**config.mk**
```make
export PLATFORM = sky130hd
export DESIGN_NAME = freq_gate_bcd_counter
export DESIGN_NICKNAME = d
export VERILOG_FILES = /design/src/rtl/freq_gate_bcd_counter.sv
export SDC_FILE = /design/constraint.sdc
export NUM_CORES = 1
export LEC_CHECK = 0
export CORE_MARGIN = 1.5
export CORE_UTILIZATION = 35
export DETAILED_ROUTE_END_ITERATION = 7
export HOLD_SLACK_MARGIN = 0.05
export PLACE_DENSITY = 0.63
export RECOVER_POWER = 25
export SETUP_SLACK_MARGIN = 0.1
export SLEW_MARGIN = 40
export SYNTH_ARGS = -nofsm -noshare
export SYNTH_HDL_FRONTEND = slang
export SYNTH_SLANG_ARGS = --single-unit
export TNS_END_PERCENT = 20
```
**constraint.sdc**
```tcl
create_clock -name clk -period 4.6 [get_ports clk]
set_clock_uncertainty 0.05 [all_clocks]
set_input_delay 1.15 -clock clk [delete_from_list [all_inputs] [get_ports clk]]
set_output_delay 1.15 -clock clk [all_outputs]
set_load 0.01 [all_outputs]
```
**src/rtl/freq_gate_bcd_counter.sv**
```systemverilog
// Gated rising-edge counter: four cascaded BCD decades latched once per gate.
// Define OVF_SAT_EN to saturate the digits at 9999 and report overflow.
module freq_gate_bcd_counter #(
  parameter int GATE_CYCLES = 100_000_000
) (
  input  logic        clk,
  input  logic        reset,
  input  logic        run,
  input  logic        sig_in,
  output logic [15:0] BCDfreq,
  output logic        freq_valid,
  output logic        overflow
);

  localparam int GW = $clog2(GATE_CYCLES);
  localparam logic [GW-1:0] GATE_LAST = GW'(GATE_CYCLES - 1);

  typedef enum logic [1:0] {
    IDLE  = 2'd0,
    COUNT = 2'd1,
    LATCH = 2'd2
  } state_e;

  state_e state_q, state_d;

  logic          s1_q, s2_q, s3_q;
  logic          e;
  logic [GW-1:0] gate_q, gate_d;
  logic [15:0]   dig_q, dig_d;
  logic [15:0]   bcd_q;
  logic          valid_q;
  logic          count_en, clear, publish;

  // Ripple +1 across the four decades in one cycle.
  function automatic logic [15:0] bcd_inc(input logic [15:0] v);
    logic [15:0] r;
    logic        c;
    r = v;
    c = 1'b1;
    for (int i = 0; i < 4; i++) begin
      if (c) begin
        if (v[4*i +: 4] == 4'd9) begin
          r[4*i +: 4] = 4'd0;
        end else begin
          r[4*i +: 4] = v[4*i +: 4] + 4'd1;
          c = 1'b0;
        end
      end
    end
    return r;
  endfunction

  assign e = s2_q & ~s3_q;

  always_ff @(posedge clk or negedge reset) begin
    if (!reset) begin
      s1_q <= 1'b0;
      s2_q <= 1'b0;
      s3_q <= 1'b0;
    end else begin
      s1_q <= sig_in;
      s2_q <= s1_q;
      s3_q <= s2_q;
    end
  end

  always_ff @(posedge clk or negedge reset) begin
    if (!reset) state_q <= IDLE;
    else        state_q <= state_d;
  end

  always_comb begin
    state_d = state_q;
    unique case (state_q)
      IDLE: begin
        if (run) state_d = COUNT;
      end
      COUNT: begin
        if (!run)                    state_d = IDLE;
        else if (gate_q == GATE_LAST) state_d = LATCH;
      end
      LATCH: begin
        state_d = run ? COUNT : IDLE;
      end
      default: state_d = IDLE;
    endcase
  end

  always_comb begin
    count_en = 1'b0;
    clear    = 1'b0;
    publish  = 1'b0;
    unique case (state_q)
      IDLE:  clear = 1'b1;
      COUNT: count_en = 1'b1;
      LATCH: begin
        publish = 1'b1;
        clear   = 1'b1;
      end
      default: clear = 1'b1;
    endcase
  end

`ifdef OVF_SAT_EN
  logic ovf_q, ovf_d, ovf_out_q;

  always_comb begin
    gate_d = gate_q;
    dig_d  = dig_q;
    ovf_d  = ovf_q;
    if (clear) begin
      gate_d = '0;
      dig_d  = '0;
      ovf_d  = 1'b0;
    end else if (count_en) begin
      gate_d = gate_q + 1'b1;
      if (e) begin
        if (dig_q == 16'h9999) ovf_d = 1'b1;
        else                   dig_d = bcd_inc(dig_q);
      end
    end
  end

  always_ff @(posedge clk or negedge reset) begin
    if (!reset) begin
      ovf_q     <= 1'b0;
      ovf_out_q <= 1'b0;
    end else begin
      ovf_q <= ovf_d;
      if (publish) ovf_out_q <= ovf_q;
    end
  end

  assign overflow = ovf_out_q;
`else
  always_comb begin
    gate_d = gate_q;
    dig_d  = dig_q;
    if (clear) begin
      gate_d = '0;
      dig_d  = '0;
    end else if (count_en) begin
      gate_d = gate_q + 1'b1;
      if (e) dig_d = bcd_inc(dig_q);
    end
  end

  assign overflow = 1'b0;
`endif

  always_ff @(posedge clk or negedge reset) begin
    if (!reset) begin
      gate_q  <= '0;
      dig_q   <= '0;
      bcd_q   <= '0;
      valid_q <= 1'b0;
    end else begin
      gate_q  <= gate_d;
      dig_q   <= dig_d;
      valid_q <= publish;
      if (publish) bcd_q <= dig_q;
    end
  end

  assign BCDfreq    = bcd_q;
  assign freq_valid = valid_q;

endmodule

```
==> impl_metrics.env <==
export IMPL_status="complete, but fails checks"
export IMPL_violations="capacitance limit, slew limit"
export IMPL_tns_ps=0
export IMPL_synth_distinct_cells=45
export IMPL_cts_inserted_buffers=9
export IMPL_row_count=34
export IMPL_maxCapViolations=1
export IMPL_use_met2_pct=21.6
export IMPL_final_nets=327
export IMPL_top_usage_layer="met2"
export IMPL_rsz0062_at_grt="false"
export IMPL_slew_limit_headroom_pct=-30.8
export IMPL_grtUsageTotal_pct=13.4
export IMPL_avgViaCountPerCell=5.30
export IMPL_grt_pass1_vias=2247
export IMPL_drtIter0Drc=71
export IMPL_dp_hpwl_um=3990
export IMPL_post_cts_buffers=0
export IMPL_syn_avg_cell_area_um2=10.5
export IMPL_stdcell_count=427
export IMPL_first_pass_iters=4
export IMPL_fmax_mhz=370
export IMPL_htreeDepth=3
export IMPL_clk_latency_ps=330
export IMPL_cts_repair_resized=0
export IMPL_slowest_delay_ps=1380
export IMPL_hold_violations=0
export IMPL_cpLargestDelayFamily="buffers and inverters"
export IMPL_slowest_stage="clkbuf_1"
export IMPL_syn_area_mm2=0.00309
export IMPL_synth_seq_cells=65
export IMPL_startpoint_type="input pin"
export IMPL_grt_start_max_net_pins=38
export IMPL_areaGrowthSynthToFinish_pct=15.0
export IMPL_async_flop_share_pct=100
export IMPL_overflow=0
export IMPL_tightest_slew_ps=1960
export IMPL_placed_cells=411
export IMPL_path_buf_inv=2
export IMPL_clockRootBuffer="clkbuf_8"
export IMPL_synthCells=295
export IMPL_leakage_nw=1.53
export IMPL_final_setup_viol_count=0
export IMPL_ant_nets=0
export IMPL_pin_count=22
export IMPL_maxSlewViolCount=38
export IMPL_clock_sinks=65
export IMPL_worst_slack_ps=1900
export IMPL_antenna_cells=0
export IMPL_crit_path_end_kind="asynchronous set/reset pin"
export IMPL_irDropWorstVdd_uv=134
export IMPL_fin_crit_ps=2700
export IMPL_drt_wl_total_um=5890
export IMPL_synth_warnings=0
export IMPL_route_detailed_drc=0
export IMPL_critPathArrivalTime_ps=3120
export IMPL_synth_edff_count=0
export IMPL_cts_path_max_buffers=2
export IMPL_initial_core_util_pct=35.7
export IMPL_routedWlPerCell_um=13.8
export IMPL_multi_input_area_mm2=0.00136
export IMPL_grt_pass1_wl_um=10400
export IMPL_worstSetupPathType="in2async"
export IMPL_cp_cell_sequence="clkbuf_1, buf_4"
export IMPL_die_width_um=96.9
export IMPL_hp_class="reg2reg"
export IMPL_post_route_period_util_pct=58.7
export IMPL_cts_tree="done"
export IMPL_grtUsageMet3_pct=3.47
export IMPL_cp_max_fo=37
export IMPL_synth_fp_nets=308
export IMPL_die_area_mm2=0.00939
export IMPL_fillers=854
export IMPL_use_met1_pct=17.8
export IMPL_required_ps=5020
export IMPL_power_density_mw_per_mm2=307
export IMPL_power_total_w=0.00109
export IMPL_die_h_um=96.9
export IMPL_synth_top_flop_cell="dfrtp_1"
export IMPL_yosysTopAreaCellShare_pct=52.7
export IMPL_gp_congestion=0.790
export IMPL_cts_reportedPaths_clkPinSlew_ps=70
export IMPL_antenna_found_initial=0
export IMPL_portBuffers=20
export IMPL_regArea_mm2=0.00163
export IMPL_cts_hold_buf=0
export IMPL_synth_area_leader_cell="dfrtp_1"
export IMPL_core_mm2=0.00864
export IMPL_drive_gt1_share_pct=11.3
export IMPL_vias=2263
export IMPL_yosysSeqAreaShare_pct=52.7
export IMPL_synth_area_leaders="dfrtp_1 53%, mux2_2 4.4%, ha_1 3.6%, a21oi_1 3.2%, xor2_1 2.8%"
export IMPL_dpl_worst_slack_ps=2290
## Yosys cell counts (all sizes together), types with 2 or more instances
library cell and n:
a21oi 20, a31oi 2, and2 3, and3 5, and3b 4, and4 4
buf 5, clkbuf 9, dfrtp 65, ha 9, inv 10, mux2 12
mux2i 3, nand2 20, nand2b 5, nand3 17, nand4 9, nor2 22
nor2b 4, nor3 2, nor4b 2, o21ai 11, o31ai 10, or3 9
or4 10, xnor2 2, xor2 10
## stage by stage
stage	instance area (um2)	hold WS, ps	util [%]
after CTS	3550	307	41.2
final	3550	303	41.1
after global placement	3370	289	39.0
after global routing	3550	323	41.1
after floorplan	3090	281	-
after detailed placement	3370	290	39.0
## per-layer routing
| layer | up-vias | wire, um |
|---|---|---|
| met5 | - | 0 |
| met4 | 0 | 44 |
| met3 | 5 | 162 |
| met2 | 31 | 2820 |
| met1 | 1130 | 2860 |
| li1 | 1097 | - |
## logic make-up (layout without fill, tap and decap cells)
family	count (synthesis)	after routing	share of synthesized area (%)
AND/OR/NAND/NOR	118	118	21.4
multiplexers	15	15	5.35
buffers and inverters	24	48	3.24
adder cells (fa/ha/maj)	9	9	3.65
flip-flops	65	65	52.7
other	1	1	0.121
XOR/XNOR	12	12	3.40
AO/OA/AOI/OAI	51	51	10.1
## power by group
group	internal [W]	leakage [nW]	switching, W
logic	0.0000168	0.556	0.0000354
clock network	0.000224	0.0846	0.000215
registers	0.000585	0.892	0.0000152
## final cells by class
type,instances,area share (%)
Inverter,10,1.06
Multi-Input combinational cell,206,38.3
Sequential cell,65,45.8
Clock buffer,12,4.37
Timing Repair Buffer,22,5.88
Clock inverter,4,0.775
Tap cell,108,3.81
## layout by cell type, fill, tap and decap left out, types with 10 or more instances in the layout
master and instances:
a21oi_1 20, clkbuf_8 11, clkdlybuf4s50_1 19, dfrtp_1 65, inv_1 10, mux2_2 12, nand2_1 20, nand3_1 16
nor2_1 22, o21ai_0 11, o31ai_1 10, xor2_1 10
## registers in the layout, summed over array words and instances (netlist names)
register / cells
gate_q: 27
freq_valid: 1
s1_q: 1
BCDfreq: 16
s3_q: 1
dig_q: 16
state_q: 2
s2_q: 1
## worst paths after layout
kind / startpoint / endpoint / slack (ps) / cells past startpoint
setup / recovery: reset / dig_q[12] / 1900 / 2
hold / removal: s1_q / s2_q / 300 / 0
setup reg to reg: gate_q[0] / gate_q[22] / 2390 / 5
hold reg to reg: s1_q / s2_q / 300 / 0
max in group clk: BCDfreq[10] / BCDfreq[10] / 2160 / 1
min in group asynchronous: reset / gate_q[23] / 1310 / 1
Power figures use the tool's default switching activity.
